[src/rtl/mem_access_unit_pkg.sv]
// Shared opcode constants, load/store classification and common types for the MEM-stage access unit.
`ifndef MEM_ACCESS_UNIT_OPS_SVH
`define MEM_ACCESS_UNIT_OPS_SVH
`define OP_LB  6'h20
`define OP_LH  6'h21
`define OP_LWL 6'h22
`define OP_LW  6'h23
`define OP_LBU 6'h24
`define OP_LHU 6'h25
`define OP_LWR 6'h26
`define OP_SB  6'h28
`define OP_SH  6'h29
`define OP_SWL 6'h2A
`define OP_SW  6'h2B
`define OP_SWR 6'h2E
`define OP_LL  6'h30
`define OP_SC  6'h38
`define IS_LOAD(op)  (((op) == `OP_LB)  || ((op) == `OP_LBU) || ((op) == `OP_LH)  || \
                      ((op) == `OP_LHU) || ((op) == `OP_LW)  || ((op) == `OP_LWL) || \
                      ((op) == `OP_LWR) || ((op) == `OP_LL))
`define IS_STORE(op) (((op) == `OP_SB)  || ((op) == `OP_SH)  || ((op) == `OP_SW)  || \
                      ((op) == `OP_SWL) || ((op) == `OP_SWR) || ((op) == `OP_SC))
`endif

package mem_access_unit_pkg;
  localparam int unsigned DATA_W     = 32;
  localparam int unsigned OP_W       = 6;
  localparam int unsigned BYTE_OFF_W = 2;
  localparam int unsigned SEL_W      = 4;

  typedef enum logic [1:0] {
    ST_IDLE = 2'd0,
    ST_BUSY = 2'd1,
    ST_RESP = 2'd2
  } state_e;
endpackage

[src/rtl/mem_access_unit_load_align.sv]
// Return-path formatting: big-endian byte/halfword extraction, extension and LWL/LWR merge with rt.
module mem_access_unit_load_align
  import mem_access_unit_pkg::*;
(
  input  logic [OP_W-1:0]       op_i,
  input  logic [BYTE_OFF_W-1:0] off_i,
  input  logic [DATA_W-1:0]     rt_i,
  input  logic [DATA_W-1:0]     rdata_i,
  output logic [DATA_W-1:0]     data_o
);
  localparam logic [DATA_W-1:0] ONES = '1;

  logic [4:0]        sh_l;
  logic [4:0]        sh_r;
  logic [7:0]        lane_b;
  logic [15:0]       lane_h;

  // Byte offset 0 is the most significant byte, so left shifts bring the addressed byte to the top.
  always_comb begin
    sh_l   = {off_i, 3'b000};
    sh_r   = {~off_i, 3'b000};
    lane_b = 8'((rdata_i << sh_l) >> 24);
    lane_h = off_i[1] ? rdata_i[15:0] : rdata_i[31:16];
    data_o = rdata_i;
    case (op_i)
      `OP_LB:  data_o = {{24{lane_b[7]}}, lane_b};
      `OP_LBU: data_o = {24'h000000, lane_b};
      `OP_LH:  data_o = {{16{lane_h[15]}}, lane_h};
      `OP_LHU: data_o = {16'h0000, lane_h};
      `OP_LWL: data_o = (rdata_i << sh_l) | (rt_i & ~(ONES << sh_l));
      `OP_LWR: data_o = (rdata_i >> sh_r) | (rt_i & ~(ONES >> sh_r));
      default: data_o = rdata_i;
    endcase
  end
endmodule

[src/rtl/mem_access_unit.sv]
// MEM-stage load/store unit: bus handshake, store formatting, load return and LL/SC link tracking.
module mem_access_unit
  import mem_access_unit_pkg::*;
#(
  parameter int unsigned ADDR_W = 32
)(
  input  logic                  i_clk,
  input  logic                  i_rst,
  input  logic                  i_valid,
  input  logic [OP_W-1:0]       i_instr_op,
  input  logic [ADDR_W-1:0]     i_mem_addr,
  input  logic [BYTE_OFF_W-1:0] i_byte_off,
  input  logic [SEL_W-1:0]      i_mem_sel,
  input  logic                  i_bad_addr,
  input  logic [DATA_W-1:0]     i_rt_value,
  input  logic                  i_eret,
  output logic                  o_stall,
  output logic                  o_done,
  output logic [DATA_W-1:0]     o_load_data,
  output logic                  o_sc_result,
  output logic                  o_exc_adel,
  output logic                  o_exc_ades,
  output logic                  o_bus_req,
  output logic                  o_bus_we,
  output logic [ADDR_W-1:0]     o_bus_addr,
  output logic [SEL_W-1:0]      o_bus_sel,
  output logic [DATA_W-1:0]     o_bus_wdata,
  input  logic                  i_bus_ack,
  input  logic [DATA_W-1:0]     i_bus_rdata
);
  state_e            state_q;
  logic              link_q;
  logic [ADDR_W-1:0] link_addr_q;

  logic              is_ld;
  logic              is_st;
  logic              is_mem;
  logic              is_ll;
  logic              is_sc;
  logic              sc_ok;
  logic [DATA_W-1:0] st_data;
  logic [DATA_W-1:0] ld_data;

  // Opcode decode and SC link match.
  always_comb begin
    is_ld  = `IS_LOAD(i_instr_op);
    is_st  = `IS_STORE(i_instr_op);
    is_mem = is_ld || is_st;
    is_ll  = (i_instr_op == `OP_LL);
    is_sc  = (i_instr_op == `OP_SC);
    sc_ok  = link_q && (i_mem_addr == link_addr_q);
  end

  // Store data placement on the big-endian bus.
  always_comb begin
    st_data = i_rt_value;
    case (i_instr_op)
      `OP_SB:  st_data = {4{i_rt_value[7:0]}};
      `OP_SH:  st_data = {2{i_rt_value[15:0]}};
      `OP_SWL: st_data = i_rt_value >> {i_byte_off, 3'b000};
      `OP_SWR: st_data = i_rt_value << {~i_byte_off, 3'b000};
      default: st_data = i_rt_value;
    endcase
  end

  mem_access_unit_load_align u_load_align (
    .op_i    (i_instr_op),
    .off_i   (i_byte_off),
    .rt_i    (i_rt_value),
    .rdata_i (i_bus_rdata),
    .data_o  (ld_data)
  );

  // Stall is immediate on accept; reset drops it so a flushed access never holds the pipe.
  assign o_stall = !i_rst && ((state_q == ST_IDLE) ? (i_valid && is_mem) : (state_q == ST_BUSY));

  // Access state machine with registered bus/result outputs and the LL/SC link register.
  always_ff @(posedge i_clk or posedge i_rst) begin
    if (i_rst) begin
      state_q     <= ST_IDLE;
      link_q      <= 1'b0;
      link_addr_q <= '0;
      o_done      <= 1'b0;
      o_load_data <= '0;
      o_sc_result <= 1'b0;
      o_exc_adel  <= 1'b0;
      o_exc_ades  <= 1'b0;
      o_bus_req   <= 1'b0;
      o_bus_we    <= 1'b0;
      o_bus_addr  <= '0;
      o_bus_sel   <= '0;
      o_bus_wdata <= '0;
    end else begin
      case (state_q)
        ST_IDLE: begin
          if (i_valid && is_mem) begin
            if (i_bad_addr) begin
              o_exc_adel <= is_ld;
              o_exc_ades <= is_st;
              o_done     <= 1'b1;
              state_q    <= ST_RESP;
            end else if (is_sc && !sc_ok) begin
              o_sc_result <= 1'b0;
              o_done      <= 1'b1;
              link_q      <= 1'b0;
              state_q     <= ST_RESP;
            end else begin
              o_bus_req   <= 1'b1;
              o_bus_we    <= is_st;
              o_bus_addr  <= i_mem_addr;
              o_bus_sel   <= i_mem_sel;
              o_bus_wdata <= st_data;
              state_q     <= ST_BUSY;
            end
          end
        end
        ST_BUSY: begin
          if (i_bus_ack) begin
            o_bus_req   <= 1'b0;
            o_bus_we    <= 1'b0;
            o_load_data <= is_ld ? ld_data : '0;
            o_sc_result <= is_sc;
            o_done      <= 1'b1;
            if (is_ll) begin
              link_q      <= 1'b1;
              link_addr_q <= i_mem_addr;
            end
            if (is_sc) begin
              link_q <= 1'b0;
            end
            state_q <= ST_RESP;
          end
        end
        ST_RESP: begin
          o_done      <= 1'b0;
          o_load_data <= '0;
          o_sc_result <= 1'b0;
          o_exc_adel  <= 1'b0;
          o_exc_ades  <= 1'b0;
          state_q     <= ST_IDLE;
        end
        default: begin
          state_q <= ST_IDLE;
        end
      endcase
      // ERET has the last word on the link bit, including over a same-cycle LL ack.
      if (i_eret) begin
        link_q <= 1'b0;
      end
    end
  end
endmodule

[config.mk]
export PLATFORM = sky130hd
export DESIGN_NAME = mem_access_unit
export DESIGN_NICKNAME = d
export VERILOG_FILES = /design/src/rtl/mem_access_unit_pkg.sv /design/src/rtl/mem_access_unit_load_align.sv /design/src/rtl/mem_access_unit.sv
export SDC_FILE = /design/constraint.sdc
export NUM_CORES = 1
export LEC_CHECK = 0
export ABC_AREA = 1
export BUFFER_PORTS_ARGS = -buffer_cell sky130_fd_sc_hd__buf_4
export CORE_ASPECT_RATIO = 0.7
export CORE_MARGIN = 2
export CORE_UTILIZATION = 45
export CTS_BUF_LIST = sky130_fd_sc_hd__clkbuf_4 sky130_fd_sc_hd__clkbuf_8
export DETAILED_ROUTE_END_ITERATION = 6
export PLACE_DENSITY = 0.7
export SLEW_MARGIN = 0
export SYNTH_ARGS = -nofsm -noshare
export SYNTH_HDL_FRONTEND = slang
export SYNTH_HIERARCHICAL = 1
export SYNTH_SLANG_ARGS = --single-unit
[constraint.sdc]
create_clock -name i_clk -period 4.65 [get_ports i_clk]
set_input_delay 0.2325 -clock i_clk [delete_from_list [all_inputs] [get_ports i_clk]]
set_output_delay 0.2325 -clock i_clk [all_outputs]
set_load 0.03 [all_outputs]
======== Word-level counts from Yosys, hierarchy flattened ========
Index checks and enable logic that the tools add are counted.
operators by class
  eq/ne operators ......................... 29
  shift operators ......................... 6
  mux-type cells .......................... 42
  bitwise gates (word level) .............. 9
  reductions and logical operators ........ 34
operators by type and width
  kind                     count
  $pmux W32 S6             1
  $pmux W32 S4             1
  $eq A6 B6 Y1 const B     14
  $and A32 B32 Y32         2
  $mux W32                 2
  $not A32 Y32             2
  $or A32 B32 Y32          2
  $pmux W32 S2             1
  $shl A32 B5 Y32          2
  $shr A32 B5 Y32          2
  $eq A32 B32 Y1           1
  $shl A32 B5 Y32 const A  1
  $shr A32 B5 Y32 const A  1
  $mux W1                  24
  $mux W16                 1
  $logic_or A1 B1 Y1       13
  $pmux W1 S2              5
  $reduce_and A5 Y1        2
  $ne A3 B2 Y1 const B     3
  $mux W2                  4
  $ne A2 B2 Y1 const B     4
  $reduce_and A4 Y1        2
  $ne A3 B3 Y1 const B     2
  $pmux W1 S3              2
  other kinds (15)         26
storage, ports and cells
  register bits ........................... 141
  input port bits ......................... 114
  output and inout port bits .............. 107
  logic and storage cells ................. 133

======== Longest topological paths before layout ========
  word-level depth ........................ 13
  gate-level depth with buffers ........... 17
  depth with buffers taken out ............ 15

======== Modules after synthesis ========
Netlist, hierarchy kept.
modules (own cells, without submodules)
  module                      times used  cells each  area an instance (um^2)  sequential area each (um^2)
  mem_access_unit             1           990         7,420.9                  3,528.4
  mem_access_unit_load_align  1           566         2,464.9                  0.0

======== Least setup slack after synthesis ========
No wires, ideal clock.
  path kind ............................... input-to-output
  start ................................... in i_instr_op[1]
  end ..................................... out o_stall
  arrival ................................. 1,494 ps
  data required time ...................... 4,418 ps
  setup slack ............................. 2,923 ps
  cell stages on the path ................. 10
  buffers on the path ..................... 0
  cells stage by stage .................... inv_2 -> nor2_1 -> nand4_2 -> o21ai_0 -> nor2_1 -> nand2_1 -> nand2_2 -> nand2_1 -> nand2_1 -> nor2_1
on the way
  word-level cells in the longest chain between the ends .. 12
  elaborated cells on any way between the ends .. 30
  classes of those cells .................. 14 x eq/ne; 1 x mux; 15 x reduce/logical
ends and longest elaborated chain
  element                                    RTL line               source
  start, declared                            mem_access_unit.sv:10  input logic [OP_W-1:0] i_instr_op,
  $eq A6 B6 Y1                               n/a
  $logic_or A1 B1 Y1 (no line) (7 in a row)  n/a
  $logic_or A1 B1 Y1 (*)                     mem_access_unit.sv:48  is_mem = is_ld || is_st;
  $logic_and A1 B1 Y1 (*)                    mem_access_unit.sv:75  assign o_stall = !i_rst && ((state_q == ST_IDLE) ? (i_valid && is_mem) : (state_q == ST_BUSY));
  $mux W1 (*)                                mem_access_unit.sv:75
  $logic_and A1 B1 Y1 (*)                    mem_access_unit.sv:75
  end, declared                              mem_access_unit.sv:17  output logic o_stall,
Mark *: on every way between the ends. The rest lies on a longest branch, timed or not.

======== Final worst setup path ========
  start ................................... reg link_addr_q[28]
  end ..................................... reg o_bus_wdata[6]
on the way
  word-level cells in the longest chain between the ends .. 6
ends and longest elaborated chain
  element                      RTL line                source
  start, declared              mem_access_unit.sv:33   logic [ADDR_W-1:0] link_addr_q;
  start signal, assigned       mem_access_unit.sv:126  link_addr_q <= i_mem_addr;
  $eq A32 B32 Y1               mem_access_unit.sv:51   sc_ok = link_q && (i_mem_addr == link_addr_q);
  $logic_and A1 B1 Y1          mem_access_unit.sv:51
  $logic_not A1 Y1             mem_access_unit.sv:102  end else if (is_sc && !sc_ok) begin
  $logic_and A1 B1 Y1          mem_access_unit.sv:102
  $not A1 Y1 (no line)         n/a
  $reduce_and A4 Y1 (no line)  n/a
  end signal, assigned         mem_access_unit.sv:112  o_bus_wdata <= st_data;
  end, declared                mem_access_unit.sv:27   output logic [DATA_W-1:0] o_bus_wdata,
No other way between the ends.
A chain may end at the register's enable or synchronous reset.

==> results_tabular.tex <==
\begin{tabular}{lr}
\hline
Metric & Value \\
\hline
\multicolumn{2}{l}{\textbf{Pwr}} \\
\quad Register share of total power & between 30\% and 40\% \\
\quad Net switching power & 1.89 mW \\
\quad Clock share of power & 23.4\% \\
\quad Largest vdd supply drop & 298 uV \\
\quad Pleak & 6.63 nW \\
\quad Cell internal power dissipation & approximately 2.6 mW \\
\quad Sw Share & 42.4\% \\
\quad Logic gate share of total power & 39.4\% \\
\quad Cell Pwr Density & 365 mW/mm\^{}2 \\
\multicolumn{2}{l}{\textbf{Synthesis}} \\
\quad Yosys warning total & 6 \\
\quad Fraction of registers with async set or reset after synthesis & 100\% \\
\quad Synth Register Bits & 141 \\
\quad Share of the yosys chip area belonging to registers & between 30\% and 40\% \\
\quad Dominant cells by area after synthesis & sky130\_fd\_sc\_hd\_\_dfrtp\_1 (36\%), sky130\_fd\_sc\_hd\_\_nand2\_1 (23\%), sky130\_fd\_sc\_hd\_\_inv\_1 (7.6\%) \\
\quad Post-synthesis instance area & between 0.009 and 0.01 mm\^{}2 \\
\quad Most instantiated library cell after synthesis & sky130\_fd\_sc\_hd\_\_nand2\_1 \\
\quad Number of enable flip-flop cells after synthesis & 0 \\
\quad Post-synthesis instance total & between 1,500 and 2,000 \\
\quad Syn Nets & $\sim$1,700 \\
\quad Yosys top cell area share & 35.7\% \\
\quad Most frequently used flop master after synthesis & sky130\_fd\_sc\_hd\_\_dfrtp\_1 \\
\quad Number of library cell types mapped by synthesis & 44 \\
\quad Cell type with the largest total area after synthesis & sky130\_fd\_sc\_hd\_\_dfrtp\_1 \\
\quad Synthesized area per cell & roughly 6.4 um\^{}2 \\
\quad Most numerous cell types in the synthesized netlist & sky130\_fd\_sc\_hd\_\_nand2\_1 (613), sky130\_fd\_sc\_hd\_\_inv\_1 (200), sky130\_fd\_sc\_hd\_\_dfrtp\_1 (141) \\
\multicolumn{2}{l}{\textbf{Route}} \\
\quad Routed wirelength normalized by instance count & 16.5 um \\
\quad Number of optimization iterations in the first detailed-route pass & 6 \\
\quad Total Wirelength & 33.7 mm \\
\quad Number of DRC violations after detailed routing & 0 \\
\quad Via density per instance & 5.35 \\
\quad 1st-iter DRT viols & 1,310 \\
\quad Total number of vias & 11,000 \\
\quad Antenna-violating nets left & 0 \\
\multicolumn{2}{l}{\textbf{STA}} \\
\quad Count of final max-slew check failures & 0 \\
\quad Sum of negative setup slack & 0 ns \\
\quad Final critical path time including I/O delays and setup & approximately 2.4 ns \\
\quad Largest clock skew in the final design & 0.0151 ns \\
\quad Final hold viol count & 0 \\
\quad Worst slew pin tran & 1.02 ns \\
\quad Count of final setup violators & 0 \\
\quad Timing-limited maximum frequency & 409 MHz \\
\quad Share of the clock period used by the worst path after layout & a little over half \\
\quad RSZ-0062 raised after global routing & no \\
\quad Normalized max-slew margin & 32.0\% \\
\multicolumn{2}{l}{\textbf{Job}} \\
\quad Max-cap viol count & 0 \\
\multicolumn{2}{l}{\textbf{Placed design}} \\
\quad HPWL Detailed & 24.2 mm \\
\quad Final weighted congestion in routability-driven placement & 0.954 \\
\quad Number of buffers inserted by port buffering & 220 \\
\multicolumn{2}{l}{\textbf{Layout}} \\
\quad Post-layout nets & 1,866 \\
\quad Fin util & a little under three fifths \\
\quad Area growth from synthesis to layout & 23.4\% \\
\quad Share of cells above drive strength 1 & 17.5\% \\
\multicolumn{2}{l}{\textbf{Clocking}} \\
\quad Clock latency on the worst-skew pair & 0.48 ns \\
\quad TritonCTS clock tree & built \\
\quad Num CTS Buffers & 17 \\
\quad Deepest clock path buffer count & 2 \\
\quad Worst-path clk slew & 0.09 ns \\
\quad Number of levels the H-tree was split into & 4 \\
\quad Cell at the root of the clock tree & sky130\_fd\_sc\_hd\_\_clkbuf\_8 \\
\quad Total number of clock tree sinks & 141 \\
\multicolumn{2}{l}{\textbf{Setup path}} \\
\quad Critical path peak fanout & 40 \\
\quad Worst setup path category & reg -> reg \\
\quad Slowest cell on crit path & sky130\_fd\_sc\_hd\_\_buf\_4 \\
\quad Required arrival time at the worst endpoint & 5.07 ns \\
\quad Cell type with the highest occurrence count on the critical path & sky130\_fd\_sc\_hd\_\_nand2\_1 \\
\quad Critical path endpoint category & register \\
\quad Crit path arrival time & approximately 2.9 ns \\
\quad Cell breakdown of the critical path & inv\_1, nand2\_1, nand2\_1, nor2\_1, nand2\_1, nor2\_1, nand2\_1, nor2\_1, nand2\_1, nand2\_1, nand2\_2, nor2\_4, buf\_4, o21ai\_0, nand2\_1 \\
\quad Crit start category & register \\
\quad Largest stage delay on the critical path & between 0.4 and 0.5 ns \\
\quad Worst setup path startpoint & link\_addr\_q[28]\$\_DFFE\_PP0P\_ \\
\quad Startpoint of the lowest-slack register-to-register path & link\_addr\_q[28]\$\_DFFE\_PP0P\_ \\
\multicolumn{2}{l}{\textbf{Die}} \\
\quad Initial standard-cell utilization of the core & roughly 46\% \\
\quad I/O pin count & 221 \\
\quad Core outline area & roughly 0.022 mm\^{}2 \\
\quad Full die area & about 0.023 mm\^{}2 \\
\quad Vertical extent of the die & 128 um \\
\quad Die width & 181 um \\
\quad Number of core rows & 45 \\
\multicolumn{2}{l}{\textbf{Global routing}} \\
\quad Initial antenna violation count & 0 \\
\quad Global routing usage summed across all routing layers & 29.3\% \\
\quad Largest net degree at the start of global routing & $\sim$110 \\
\quad Vias in the first global route & 10,000 \\
\quad Overflow after GRT & 0 \\
\quad Global-route wire length before repair & about 53 mm \\
\multicolumn{2}{l}{\textbf{Outcome}} \\
\quad Run status & finished, final reports clean \\
\multicolumn{2}{l}{\textbf{Worst hold path}} \\
\quad Launch point of the worst hold path & i\_mem\_addr[30] \\
\quad Path type of the worst min-delay path & in -> reg \\
\hline
\end{tabular}
-- worst paths after layout --
check                                              end  depth (start not counted)  slack (ns)
hold reg to reg              o_bus_addr[4]$_DFFE_PP0P_                          2        0.48
min in group asynchronous   o_bus_addr[18]$_DFFE_PP0P_                          3        0.50
hold / removal              o_bus_addr[30]$_DFFE_PP0P_                          3        0.05
setup / recovery            o_bus_wdata[6]$_DFFE_PP0P_                         15        2.21
max in group asynchronous  o_load_data[12]$_DFFE_PP0P_                          4        3.12
setup reg to reg            o_bus_wdata[6]$_DFFE_PP0P_                         15        2.21
-- critical path, delay by kind of cell (launching register included) --
family	cells	cell delay [ns]
AOI/OAI and AO/OA	1	0.29
buffers and inverters	2	0.48
DFF	1	0.39
and+or+nand+nor	12	1.23
-- metal layers --
layer	global-route usage, %	vias to the layer above	share of wire, %
met4	8.27	0	1.2
met1	44.1	5041	47
met3	6.82	32	11
li1	-	5329	-
met2	41.5	565	41
met5	0	-	0
-- power by group through the flow --
| stage | sequential, mW | clock, mW | combinational, mW |
|---|---|---|---|
| floorplan | 2.15 | 0 | 0.536 |
| global placement | 1.68 | 0 | 1.72 |
| detailed placement | 1.67 | 0 | 1.74 |
| CTS | 1.66 | 1.06 | 1.75 |
| global route | 1.69 | 1.11 | 1.89 |
| finish | 1.66 | 1.04 | 1.75 |
-- timing repair --
item,4_1_cts,5_1_grt
endpoints found under the hold margin,74,0
resized for setup,0,0
buffers inserted,0,0
hold buffers,18,0
-- area by class of cell --
type                       count  area (um^2)
timing repair buffer         247         1900
multi-input combinational   1135         5230
inverter                     210          793
antenna                        1         2.50
clock inverter                13          141
fill                        2156         9420
tap                          282          353
clock buffer                  19          255
sequential                   141         3530
-- placed cells by master (no fill, tap or decap), types with 19 or more instances in the layout --
cell / Yosys / routed
sky130_fd_sc_hd__nor2_1: 109 / 109
sky130_fd_sc_hd__buf_4: 7 / 229
sky130_fd_sc_hd__o21ai_0: 95 / 95
sky130_fd_sc_hd__dfrtp_1: 141 / 141
sky130_fd_sc_hd__nand2_1: 613 / 613
sky130_fd_sc_hd__o22ai_1: 44 / 44
sky130_fd_sc_hd__o21ai_1: 21 / 19
sky130_fd_sc_hd__o2111ai_1: 19 / 19
sky130_fd_sc_hd__nand3_1: 111 / 111
sky130_fd_sc_hd__inv_1: 200 / 199
sky130_fd_sc_hd__nand4_1: 20 / 20
-- logic make-up after synthesis --
group	Yosys count	synth area share [%]
simple gates	895	37.4
buf+inv	280	11.5
compound gates	214	12.8
flops	141	35.7
mux	14	1.57
xor+xnor	12	1.06
-- state kept, by name (all words and copies together) (netlist names) --
name / cells
o_bus_we: 1
state_q: 2
link_q: 1
o_bus_wdata: 32
o_sc_result: 1
o_done: 1
o_bus_sel: 4
link_addr_q: 32
o_exc_ades: 1
o_load_data: 32
o_exc_adel: 1
o_bus_req: 1
o_bus_addr: 32
-- per-stage QoR --
step | hold slack (ns) | power, mW | area, um^2 | worst slack [ns] | instances
2_1_floorplan | 0.349 | 2.69 | 9890 | 0.636 | 1556
3_3_place_gp | 0.436 | 3.40 | 11600 | 1.94 | 1997
3_5_place_dp | 0.444 | 3.41 | 11600 | 1.98 | 1997
4_1_cts | 0.0156 | 4.47 | 12200 | 2.26 | 2047
5_1_grt | 0.0344 | 4.69 | 12200 | 1.93 | 2047
6_report | 0.0465 | 4.45 | 12200 | 2.21 | 2048
(Power assumes the default switching activity.)
